==> config.mk <==
export PLATFORM = sky130hd
export DESIGN_NAME = serial_bit_feeder
export DESIGN_NICKNAME = d
export VERILOG_FILES = /design/src/rtl/serial_bit_feeder_pkg.sv /design/src/rtl/button_debounce.sv /design/src/rtl/serial_bit_feeder.sv
export SDC_FILE = /design/constraint.sdc
export NUM_CORES = 1
export LEC_CHECK = 0
export ABC_AREA = 0
export BUFFER_PORTS_ARGS = -buffer_cell sky130_fd_sc_hd__buf_2
export CORE_ASPECT_RATIO = 0.9
export CORE_MARGIN = 4
export CORE_UTILIZATION = 43
export CTS_CLUSTER_DIAMETER = 80
export CTS_CLUSTER_SIZE = 25
export DETAILED_ROUTE_END_ITERATION = 12
export PLACE_DENSITY = 0.67
export SKIP_LAST_GASP = 1
export SLEW_MARGIN = 10
export SYNTH_ARGS = -nofsm -noshare
export SYNTH_HDL_FRONTEND = slang
export SYNTH_SLANG_ARGS = --single-unit
==> constraint.sdc <==
create_clock -name clk -period 2.9 [get_ports clk]
set_input_delay 0.145 -clock clk [delete_from_list [all_inputs] [get_ports clk]]
set_output_delay 0.145 -clock clk [all_outputs]
set_load 0.005 [all_outputs]
==> src/rtl/serial_bit_feeder_pkg.sv <==
// Shared FSM encoding and default timing constants for the feeder and the detector.
package serial_bit_feeder_pkg;

    typedef enum logic [1:0] {
        IDLE  = 2'd0,
        LOAD  = 2'd1,
        SHIFT = 2'd2,
        DONE  = 2'd3
    } state_t;

    localparam int CLK_HZ      = 100_000_000;
    localparam int DEBOUNCE_MS = 10;
    localparam int TICK_MS     = 1000;

    function automatic int ms_to_cycles(input int ms);
        return (CLK_HZ / 1000) * ms;
    endfunction

endpackage

==> src/rtl/button_debounce.sv <==
// Button conditioner: 2-FF synchronizer, stable-time debounce, one-cycle rise pulse.
// rise_pulse is asserted in the same cycle the debounced level first reads 1.
module button_debounce
    import serial_bit_feeder_pkg::*;
#(
    parameter int DEBOUNCE_CYCLES = ms_to_cycles(DEBOUNCE_MS)
) (
    input  logic clk,
    input  logic rst_n,
    input  logic btn_in,
    output logic level,
    output logic rise_pulse
);

    localparam int CW = (DEBOUNCE_CYCLES > 1) ? $clog2(DEBOUNCE_CYCLES) : 1;

    logic          sync1;
    logic          sync2;
    logic [CW-1:0] cnt;
    logic          flip;

    // cnt holds how many consecutive cycles sync2 has disagreed with level, minus one
    assign flip = (sync2 != level) && (cnt == CW'(DEBOUNCE_CYCLES - 1));

    always_ff @(posedge clk or negedge rst_n) begin
        if (!rst_n) begin
            sync1      <= 1'b0;
            sync2      <= 1'b0;
            level      <= 1'b0;
            cnt        <= '0;
            rise_pulse <= 1'b0;
        end else begin
            sync1      <= btn_in;
            sync2      <= sync1;
            rise_pulse <= flip && !level;
            if (sync2 == level) begin
                cnt <= '0;
            end else if (flip) begin
                cnt   <= '0;
                level <= ~level;
            end else begin
                cnt <= cnt + 1'b1;
            end
        end
    end

endmodule

==> src/rtl/serial_bit_feeder.sv <==
// Latches switch bits on a debounced press and emits them LSB first, one per tick.
// A press while shifting aborts the running sequence and reloads from the switches.
module serial_bit_feeder
    import serial_bit_feeder_pkg::*;
#(
    parameter int NBITS           = 8,
    parameter int DEBOUNCE_CYCLES = ms_to_cycles(DEBOUNCE_MS),
    parameter int TICK_CYCLES     = ms_to_cycles(TICK_MS)
) (
    input  logic                       clk,
    input  logic                       rst_n,
    input  logic                       button,
    input  logic [NBITS-1:0]           switch,
    output logic                       start_pulse,
    output logic                       bit_out,
    output logic                       bit_valid,
    output logic [$clog2(NBITS+0)-0:0] bit_idx,
    output logic                       busy,
    output logic                       done
);

    localparam int IW = $clog2(NBITS) + 1;
    localparam int TW = $clog2(TICK_CYCLES);

    logic             db_level;
    logic             db_rise;
    logic             press;
    state_t           state;
    state_t           nxt;
    logic             load;
    logic             emit;
    logic             tick_term;
    logic             last_bit;
    logic [NBITS-1:0] shreg;
    logic [TW-1:0]    tick;
    logic [IW-1:0]    sent;

    button_debounce #(
        .DEBOUNCE_CYCLES(DEBOUNCE_CYCLES)
    ) u_debounce (
        .clk       (clk),
        .rst_n     (rst_n),
        .btn_in    (button),
        .level     (db_level),
        .rise_pulse(db_rise)
    );

    assign press     = db_rise && db_level;
    assign tick_term = (tick == TW'(TICK_CYCLES - 1));
    assign last_bit  = (sent == IW'(NBITS - 1));

    always_comb begin
        nxt  = state;
        load = 1'b0;
        emit = 1'b0;
        case (state)
            IDLE:  if (press) nxt = LOAD;
            LOAD: begin
                load = 1'b1;
                nxt  = SHIFT;
            end
            // a press outranks a coincident terminal count
            SHIFT: begin
                if (press) begin
                    nxt = LOAD;
                end else if (tick_term) begin
                    emit = 1'b1;
                    if (last_bit) nxt = DONE;
                end
            end
            DONE:  if (press) nxt = LOAD;
            default: nxt = IDLE;
        endcase
    end

    always_ff @(posedge clk or negedge rst_n) begin
        if (!rst_n) state <= IDLE;
        else        state <= nxt;
    end

    always_ff @(posedge clk or negedge rst_n) begin
        if (!rst_n) begin
            start_pulse <= 1'b0;
            bit_out     <= 1'b0;
            bit_valid   <= 1'b0;
            bit_idx     <= '0;
            busy        <= 1'b0;
            done        <= 1'b0;
            shreg       <= '0;
            tick        <= '0;
            sent        <= '0;
        end else begin
            start_pulse <= load;
            bit_valid   <= emit;
            busy        <= (nxt == LOAD) || (nxt == SHIFT);
            done        <= (nxt == DONE);
            if (load) begin
                shreg   <= switch;
                bit_idx <= '0;
                tick    <= '0;
                sent    <= '0;
            end else if (state == SHIFT) begin
                tick <= tick_term ? '0 : tick + 1'b1;
                if (emit) begin
                    bit_out <= shreg[0];
                    bit_idx <= sent;
                    sent    <= sent + 1'b1;
                    shreg   <= shreg >> 1;
                end
            end
        end
    end

endmodule

==> qor.txt, run 1 <==
==========================================================================================
Run status                                                                       completed
Final Hold Fails                                                                         0
Critical path peak fanout                                                               16
Fill cell instance count of the final layout                                           815
Multiplexer share of the synthesized area                                           0.568%
Resize count post-CTS                                                                    0
H-tree depth                                                                             3
Final cell count without fillers                                                       553
Max-cap check violation count                                                            0
CTS max path bufs                                                                        2
Largest vdd supply drop                                                           0.503 mV
Cell area reported after detailed placement                                       4190 um2
Commonest cells after routing, fill and taps aside                            sky130_fd_sc_hd__dfrtp_1, sky130_fd_sc_hd__nand2_1, sky130_fd_sc_hd__nand3_1, sky130_fd_sc_hd__nand4_1, sky130_fd_sc_hd__a22oi_1
Antenna violations before repair                                                         0
Cell variety after synth                                                                47
Sequential fraction of the synthesis area                                            46.7%
Final critical path time including I/O delays and setup                            2.45 ns
Unrepaired setup endpoints after global routing                                         no
Post-synthesis share of cell area spent on xor and xnor gates                        3.97%
Crit start category                                                                   flop
Category of the critical setup timing path                                      reg -> reg
Gate count of the mapped netlist                                                       413
Routed vias                                                                          3,327
Crit path required time                                                            3.11 ns
All-Layer GR Usage                                                                   18.0%
Initial core utilization                                                             45.2%
Static leakage power                                                               1.86 nW
Clock edge transition at the registers on the reported setup and hold paths        0.08 ns
PD cells                                                                        443 nW/um2
Maximum number of pins on one net before global-route repair                            75
First drt pass iteration count                                                           4
Number of top-level pins                                                                20
Wire length of the first global-routing pass                                       15.7 mm
Synth Net Count                                                                        431
Final nets                                                                             447
WL/cell                                                                            16.3 um
Syn Std Cell Area                                                                 3970 um2
Simple logic cell fraction of the synthesized area                                   26.0%
Arrival time worst endpoint                                                        2.66 ns
Placeable core area                                                               8770 um2
Die boundary height                                                                99.1 um
Number of buffers added for setup after CTS                                              0
Avg Inst Size Synth                                                               9.60 um2
PortBufs                                                                                19
Total setup violations reported at the end of the flow                                   0
Post-route DRC                                                                           0
Count of state elements after synthesis                                                 74
Main combinational cell family by area after synthesis                        simple AND/OR/NAND/NOR gates
Drt total wl                                                                       9.04 mm
Worst hold path type                                                             in -> reg
Max-slew headroom at the worst pin                                                   38.8%
Number of slew-limit violations in the final report                                      0
TritonCTS Buffers                                                                        9
Placed cells                                                                           535
Num Clock Sinks                                                                         74
Synth Area in Adders                                                                 2.21%
TritonCTS clock tree                                                                 built
Root buffer cell                                                              sky130_fd_sc_hd__clkbuf_8
Measured slew at the worst slew-check pin                                         0.918 ns
Via count of the first global-routing pass                                           3,206
Yosys synthesis warning count                                                            0
Die area                                                                        10,800 um2
Die span in x                                                                       109 um
Count of nets left with antenna violations after detail routing                          0
Share of final-layout standard cells stronger than drive strength 1                  12.9%
Final weighted congestion in routability-driven placement                            0.805
Insertion delay to the later sink of the worst-skew pair                           0.35 ns
Period Utilization, post-route                                                       84.4%
Global route total overflow                                                              0
Number of standard-cell rows in the floorplan                                           32
Area growth from synthesis to layout                                                 11.5%
Clk_skew                                                                        0.00705 ns
Final Cell Area                                                                   4420 um2
Element type at the critical path end                                                 flop
Fmax                                                                             0.408 GHz
Via-per-instance ratio                                                                6.02
Half-perimeter wire length after placement                                         6.07 mm
Setup TNS                                                                             0 ns
# diodes                                                                                 0
Compound-gate portion of the synthesized area                                        16.8%
Most frequent standard cell in the layout excluding fill and tap cells        sky130_fd_sc_hd__dfrtp_1
DRT iter0 DRCs                                                                         252
==========================================================================================
==> logic make-up (layout without fill, tap and decap cells) <==
kind of cell,after synthesis,count (layout)
AND/OR/NAND/NOR,179,179
AO/OA/AOI/OAI,96,96
flip-flops,74,74
buffers and inverters,37,58
XOR/XNOR,18,18
adder cells (fa/ha/maj),7,7
multiplexers,2,2
==> cell type report <==
cell class / count / area (um2) / area share, %
tap: 119 / 149 / 3.37
timing repair buffer: 33 / 208 / 4.69
sequential: 74 / 1850 / 41.9
multi-input combinational: 302 / 1960 / 44.4
inverter: 9 / 33.8 / 0.764
clock inverter: 6 / 90.1 / 2.04
clock buffer: 10 / 128 / 2.88
==> timing repair <==
item	CTS	global route
setup endpoints to repair	0	0
endpoints found under the hold margin	75	0
hold buffers	2	0
==> sequential cells by signal (all words and copies together), names as in the netlist, 2 cells and up <==
name and flops:
sent 4, u_debounce.cnt 20, tick 27, state 2, bit_idx 4, shreg 8
==> worst max-delay path, stage by stage, from the launching register on <==
cell	delay [ns]
sky130_fd_sc_hd__dfrtp_1	0.49
sky130_fd_sc_hd__ha_1	0.21
sky130_fd_sc_hd__nand3_1	0.17
sky130_fd_sc_hd__or4_1	0.82
sky130_fd_sc_hd__nor2_1	0.44
sky130_fd_sc_hd__o211ai_1	0.18
==> per-layer routing <==
layer | up-vias | track usage, % | part of all wire [%]
li1 | 1607 | - | -
met1 | 1647 | 26.6 | 49
met2 | 66 | 25.8 | 46
met3 | 7 | 5.52 | 4.7
met4 | 0 | 4.12 | 1.0
met5 | - | 0 | 0
==> power by group <==
group / internal, W / switching, W
Sequential: 0.00104 / 0.00000517
Combinational: 0.0000117 / 0.0000282
Clock: 0.000488 / 0.000390
Total: 0.00153 / 0.000423
==> path summary, 6_finish.rpt <==
path                             startpoint                  to  slack (ns)  cells past startpoint
hold / removal                    switch[7]            shreg[7]        0.02                      3
setup / recovery                    tick[0]             sent[0]        0.45                      5
setup reg to reg                    tick[0]             sent[0]        0.45                      5
max in group asynchronous             rst_n            shreg[2]        1.85                      2
hold reg to reg            u_debounce.sync1    u_debounce.sync2        0.36                      0
min in group asynchronous             rst_n  u_debounce.cnt[16]        0.47                      2
==> metrics by stage <==
| stage | util [%] | setup WS (ns) | hold WS, ns | total power (W) |
|---|---|---|---|---|
| after floorplan | - | 0.725 | -0.151 | 0.00107 |
| after global placement | 47.7 | 0.565 | 0.257 | 0.00110 |
| after detailed placement | 47.7 | 0.472 | 0.260 | 0.00110 |
| after CTS | 50.5 | 0.477 | 0.00406 | 0.00199 |
| after global routing | 50.5 | 0.240 | 0.0180 | 0.00204 |
| final | 50.5 | 0.451 | 0.0177 | 0.00196 |
==> cell usage after synthesis, drive strengths merged <==
cell type	n	area, um2
nor2b	9	56.3
o31ai	13	103
a21oi	9	45.0
a21bo	2	20.0
nand4	27	175
and4b	1	10.0
dfrtp	74	1850
or3b	1	8.76
nand2	33	124
a211o	1	8.76
and3b	1	8.76
and3	8	50.1
nand4b	3	26.3
buf	9	45.1
or3	9	56.3
nor2	20	75.1
o211ai	12	90.1
o21ai	21	105
nor4bb	2	20.0
nand3	28	145
mux2	2	22.5
clkbuf	19	71.3
or4	14	105
o41ai	7	61.3
ha	7	87.6
inv	9	33.8
xor2	9	78.8
a31oi	3	18.8
and4	7	61.3
nor3	6	30.0
nand4bb	1	11.3
or2	1	6.26
nor4	5	37.5
o311ai	1	8.76
nor4b	1	8.76
nor3b	2	15.0
a21o	1	7.51
a211oi	2	15.0
a311o	1	10.0
a22oi	23	173
xnor2	9	78.8
No activity file was read; power rests on OpenSTA's default activity.
==> inputs of run 2 (changes only) <==
==> constraint.sdc (replaced) <==
create_clock -name clk -period 2.4 [get_ports clk]
set_input_delay 0.12 -clock clk [delete_from_list [all_inputs] [get_ports clk]]
set_output_delay 0.12 -clock clk [all_outputs]
set_load 0.005 [all_outputs]
==> qor.txt, run 2 (synthesis results as in run 1) <==
==========================================================================================
Run status                                                                       completed
Internal power consumption                                                       0.00173 W
Placed cells                                                                           544
Setup TNS                                                                             0 ns
Flip-flop count of the largest register, all copies and words added                     27
Root buffer cell                                                              sky130_fd_sc_hd__clkbuf_8
Final critical path time including I/O delays and setup                            2.23 ns
Max-cap check violation count                                                            0
Area growth from synthesis to layout                                                 13.5%
Category of the critical setup timing path                                      reg -> reg
Largest vdd supply drop                                                           0.360 mV
Worst hold path type                                                             in -> reg
Antenna violations before repair                                                         0
Crit start category                                                                   flop
Crit path required time                                                            2.69 ns
Placeable core area                                                               8770 um2
Via count of the first global-routing pass                                           3,250
Part of the power in the clock network                                               41.2%
Cell depth of the worst min-delay path                                                   3
Switching pwr                                                                   0.000493 W
Share of final-layout standard cells stronger than drive strength 1                  14.8%
Routed vias                                                                          3,399
CTS max path bufs                                                                        2
Clock edge transition at the registers on the reported setup and hold paths        0.08 ns
Register with the highest flop count                                                  tick
Unrepaired setup endpoints after global routing                                         no
Drt total wl                                                                       9.11 mm
Static leakage power                                                               1.90 nW
Cell at the slowest stage of the critical path                                sky130_fd_sc_hd__or4_1
Most frequent standard cell in the layout excluding fill and tap cells        sky130_fd_sc_hd__dfrtp_1
Worst reg-to-reg path cell count                                                         6
Final nets                                                                             461
Hold-critical path endpoint                                                       shreg[5]
Global route total overflow                                                              0
Critical path peak fanout                                                               10
Largest registers in the final layout                                         tick x27, u_debounce.cnt x20, shreg x8
WL/cell                                                                            16.1 um
Clk_skew                                                                         0.0103 ns
Proportion of power drawn by combinational gates                                      2.3%
Post-route DRC                                                                           0
DRT iter0 DRCs                                                                         313
Total setup violations reported at the end of the flow                                   0
Die area                                                                        10,800 um2
All-Layer GR Usage                                                                   18.1%
Element type at the critical path end                                                 flop
Relative contribution of sequential cells to total power                             56.5%
Number of slew-limit violations in the final report                                      0
Insertion delay to the later sink of the worst-skew pair                           0.35 ns
Final weighted congestion in routability-driven placement                            0.822
TritonCTS Buffers                                                                        9
Final Hold Fails                                                                         0
Fill cell instance count of the final layout                                           783
Cell-by-cell listing of the critical path                                     inv_1, ha_1, a21bo_2, or4_1, or4_1, nand3_1
Commonest cells after routing, fill and taps aside                            sky130_fd_sc_hd__dfrtp_1, sky130_fd_sc_hd__nand2_1, sky130_fd_sc_hd__nand3_1, sky130_fd_sc_hd__nand4_1, sky130_fd_sc_hd__buf_4
Die boundary height                                                                99.1 um
Half-perimeter wire length after placement                                         6.21 mm
Via-per-instance ratio                                                                6.02
Maximum number of pins on one net before global-route repair                            75
# diodes                                                                                 0
Number of top-level pins                                                                20
Switching share of power                                                             22.1%
Resize count post-CTS                                                                    0
Wire length of the first global-routing pass                                       15.8 mm
H-tree depth                                                                             3
Reg2reg start                                                                     state[0]
PortBufs                                                                                19
PD cells                                                                        495 nW/um2
CP max stage delay                                                                 0.58 ns
RR Endpoint                                                                        sent[3]
Library cell appearing most often on the critical path                        sky130_fd_sc_hd__or4_1
TritonCTS clock tree                                                                 built
Initial core utilization                                                             45.2%
Number of standard-cell rows in the floorplan                                           32
CP startpoint                                                                     state[0]
Fmax                                                                             0.448 GHz
Period Utilization, post-route                                                       93.1%
Measured slew at the worst slew-check pin                                         0.923 ns
Max-slew headroom at the worst pin                                                   38.5%
Count of nets left with antenna violations after detail routing                          0
Start point of the worst hold path                                               switch[5]
Final cell count without fillers                                                       565
Num Clock Sinks                                                                         74
Flop-to-flop setup slack                                                           0.17 ns
Die span in x                                                                       109 um
Arrival time worst endpoint                                                        2.52 ns
First drt pass iteration count                                                           4
==========================================================================================
-- run 2: cell types whose count changed in the layout (fill, tap and decap cells not counted) --
cell                            change
sky130_fd_sc_hd__buf_4             +11
sky130_fd_sc_hd__dlygate4sd3_1      +3
sky130_fd_sc_hd__clkinvlp_4         +2
sky130_fd_sc_hd__bufinv_16          -1
sky130_fd_sc_hd__clkbuf_1           -1
sky130_fd_sc_hd__clkinv_4           -1
sky130_fd_sc_hd__inv_6              -1
-- run 2: metrics by stage --
stage               power, W  util [%]  setup slack [ns]  cell area [um2]  hold WS [ns]
floorplan            0.00129         -             0.225             3970        -0.176
global placement     0.00133      48.5             0.250             4250         0.232
detailed placement   0.00133      48.5             0.127             4250         0.247
CTS                  0.00227      51.2             0.116             4490       0.00154
global route         0.00233      51.3           0.00137             4500       0.00868
finish               0.00223      51.3             0.165             4500        0.0164
-- run 2: worst max path at each step --
stage	to	slack [ns]	cells past startpoint
floorplan	sent[3]	0.23	7
finish	sent[3]	0.17	6
detailed placement	tick[21]	0.13	6
global placement	sent[3]	0.25	6
global route	tick[15]	0.001	7
CTS	tick[15]	0.12	7
-- run 2: worst max-delay path, delay by kind of cell (launching register included) --
kind | cells | cell delay [ns]
adder cells (fa/ha/maj) | 1 | 0.19
AO/OA/AOI/OAI | 1 | 0.24
AND/OR/NAND/NOR | 3 | 1.22
flip-flops | 1 | 0.40
buffers and inverters | 1 | 0.11
-- run 2: layout make-up --
cell class                      instances  area, um2  area share [%]
Timing Repair Buffer                   47        320            7.12
Tap cell                              119        149            3.31
Inverter                                9       33.8           0.751
Clock buffer                            9        124            2.75
Multi-Input combinational cell        302       1960            43.6
Clock inverter                          5       57.6            1.28
Sequential cell                        74       1850            41.1
-- run 2: what timing repair did --
item,in CTS,in global routing
buffers inserted,0,2
endpoints found under the hold margin,78,0
hold buffers,5,0
endpoints found under the setup margin,0,5
-- run 2: power by group through the flow --
stage / sequential, W / clock (W) / combinational [W]
after floorplan: 0.00128 / 0 / 0.0000109
after global placement: 0.00128 / 0 / 0.0000475
after detailed placement: 0.00128 / 0 / 0.0000482
after CTS: 0.00126 / 0.000954 / 0.0000548
after global routing: 0.00126 / 0.00101 / 0.0000603
final: 0.00126 / 0.000918 / 0.0000516
-- run 2: layer usage --
metal | up-vias | GRT usage, % | share of wire [%] | wire (um)
met3 | 7 | 4.67 | 4.2 | 383
met1 | 1683 | 25.8 | 49 | 4470
met2 | 68 | 27.3 | 46 | 4180
met5 | - | 0 | 0 | 0
met4 | 0 | 4.99 | 0.87 | 79
li1 | 1641 | - | - | -
==> inputs of run 3 (changes only) <==
==> constraint.sdc (replaced) <==
create_clock -name clk -period 2.4 [get_ports clk]
set_input_delay 0.24 -clock clk [delete_from_list [all_inputs] [get_ports clk]]
set_output_delay 0.24 -clock clk [all_outputs]
set_load 0.005 [all_outputs]
==> qor.txt, run 3 (synthesis results as in run 1) <==
==========================================================================================
Run status                                                                       completed
Period Utilization, post-route                                                       93.6%
All-Layer GR Usage                                                                   18.0%
Flip-flop count of the largest register, all copies and words added                     27
Wire length of the first global-routing pass                                       15.7 mm
Post-route DRC                                                                           0
Routed vias                                                                          3,391
Area growth from synthesis to layout                                                 12.5%
Max-slew headroom at the worst pin                                                   38.9%
Largest registers in the final layout                                         tick x27, u_debounce.cnt x20, shreg x8
Half-perimeter wire length after placement                                         6.21 mm
Static leakage power                                                               1.89 nW
DRT iter0 DRCs                                                                         294
Final critical path time including I/O delays and setup                            2.25 ns
Drt total wl                                                                       9.09 mm
Worst reg-to-reg path cell count                                                         7
Commonest cells after routing, fill and taps aside                            sky130_fd_sc_hd__dfrtp_1, sky130_fd_sc_hd__nand2_1, sky130_fd_sc_hd__nand3_1, sky130_fd_sc_hd__nand4_1, sky130_fd_sc_hd__buf_4
Via-per-instance ratio                                                                6.04
Final worst-path setup slack                                                      0.155 ns
Category of the critical setup timing path                                      reg -> reg
Element type at the critical path end                                                 flop
Final nets                                                                             457
Final Cell Area                                                                   4460 um2
Maximum number of pins on one net before global-route repair                            75
PortBufs                                                                                19
CTS max path bufs                                                                        2
Crit path required time                                                            2.67 ns
Pre-CTS setup slack                                                               0.127 ns
Worst setup path end                                                              tick[15]
Most frequent standard cell in the layout excluding fill and tap cells        sky130_fd_sc_hd__dfrtp_1
CP startpoint                                                                     state[0]
TritonCTS clock tree                                                                 built
# diodes                                                                                 0
Final cell count without fillers                                                       561
Final weighted congestion in routability-driven placement                            0.822
Largest vdd supply drop                                                           0.360 mV
Die area                                                                        10,800 um2
RR Endpoint                                                                       tick[15]
Global route total overflow                                                              0
Arrival time worst endpoint                                                        2.52 ns
Reg area                                                                          1850 um2
Setup TNS                                                                             0 ns
Reg2reg start                                                                     state[0]
Register with the highest flop count                                                  tick
H-tree depth                                                                             3
TritonCTS Buffers                                                                        9
Antenna violations before repair                                                         0
Num Clock Sinks                                                                         74
Area of the multi-input gates                                                     1960 um2
Clk_skew                                                                         0.0102 ns
Number of top-level pins                                                                20
Number of standard-cell rows in the floorplan                                           32
First drt pass iteration count                                                           5
Worst hold path type                                                           in -> async
PD cells                                                                        498 nW/um2
Flop-to-flop setup slack                                                           0.15 ns
Cell area reported after detailed placement                                       4250 um2
Insertion delay to the later sink of the worst-skew pair                           0.35 ns
Max-cap check violation count                                                            0
Placed cells                                                                           544
Number of slew-limit violations in the final report                                      0
Clock edge transition at the registers on the reported setup and hold paths        0.08 ns
Critical path peak fanout                                                                7
Count of nets left with antenna violations after detail routing                          0
Via count of the first global-routing pass                                           3,234
Fmax                                                                             0.445 GHz
Measured slew at the worst slew-check pin                                         0.916 ns
Total setup violations reported at the end of the flow                                   0
Placeable core area                                                               8770 um2
Initial core utilization                                                             45.2%
Unrepaired setup endpoints after global routing                                         no
WL/cell                                                                            16.2 um
Fill cell instance count of the final layout                                           786
Final Hold Fails                                                                         0
Resize count post-CTS                                                                    0
Root buffer cell                                                              sky130_fd_sc_hd__clkbuf_8
Die boundary height                                                                99.1 um
Crit start category                                                                   flop
Share of final-layout standard cells stronger than drive strength 1                  14.9%
Die span in x                                                                       109 um
==========================================================================================
==> run 3: changes by cell type in the layout (fill, tap and decap cells not counted) <==
cell,delta
sky130_fd_sc_hd__dlygate4sd3_1,-4
==> run 3: cell type report <==
cell class / instances / share of cell area (%)
Tap cell: 119 / 3.34
Clock inverter: 5 / 1.29
Multi-Input combinational cell: 302 / 44.0
Inverter: 9 / 0.757
Sequential cell: 74 / 41.5
Clock buffer: 9 / 2.78
Timing Repair Buffer: 43 / 6.28
==> run 3: stage by stage <==
| step | total power [W] | utilization [%] | hold WS (ns) |
|---|---|---|---|
| 6_report | 0.00222 | 50.9 | 0.0325 |
| 5_1_grt | 0.00232 | 50.9 | 0.0986 |
| 3_3_place_gp | 0.00133 | 48.5 | 0.344 |
| 3_5_place_dp | 0.00133 | 48.5 | 0.346 |
| 2_1_floorplan | 0.00129 | - | -0.0556 |
| 4_1_cts | 0.00226 | 50.7 | 0.0618 |
==> run 3: where the power goes <==
part	total [W]	leakage, nW	internal, W	switching [W]
clock network	0.000915	0.0832	0.000466	0.000450
logic	0.0000466	0.819	0.0000130	0.0000336
registers	0.00126	0.985	0.00125	0.00000667
==> run 3: timing repair <==
action	in CTS	in global routing
endpoints found under the setup margin	0	5
setup buffers	0	2
endpoints found under the hold margin	1	0
hold buffers	1	0
==> run 3: worst max-delay path: stages (launching register included) <==
cell	delay (ns)
sky130_fd_sc_hd__dfrtp_1	0.38
sky130_fd_sc_hd__inv_1	0.09
sky130_fd_sc_hd__ha_1	0.37
sky130_fd_sc_hd__and4b_1	0.36
sky130_fd_sc_hd__nand4_1	0.25
sky130_fd_sc_hd__buf_4	0.24
sky130_fd_sc_hd__or3_1	0.31
sky130_fd_sc_hd__a22oi_1	0.16
==> run 3: worst min-delay path by stage <==
stage / startpoint / to / slack, ns / cells past startpoint
CTS: rst_n / u_debounce.cnt[13] / 0.06 / 1
global route: rst_n / u_debounce.cnt[14] / 0.1 / 1
finish: rst_n / u_debounce.cnt[13] / 0.03 / 1
global placement: u_debounce.sync1 / u_debounce.sync2 / 0.34 / 0
floorplan: rst_n / bit_idx[0] / -0.06 / 0
detailed placement: u_debounce.sync1 / u_debounce.sync2 / 0.35 / 0
==> run 3: routing by layer <==
metal	vias to the layer above	global-route usage, %	share of wire [%]
met4	0	4.99	0.99
met2	73	27.2	46
met3	10	4.67	4.4
met5	-	0	0
li1	1631	-	-
met1	1677	25.7	49
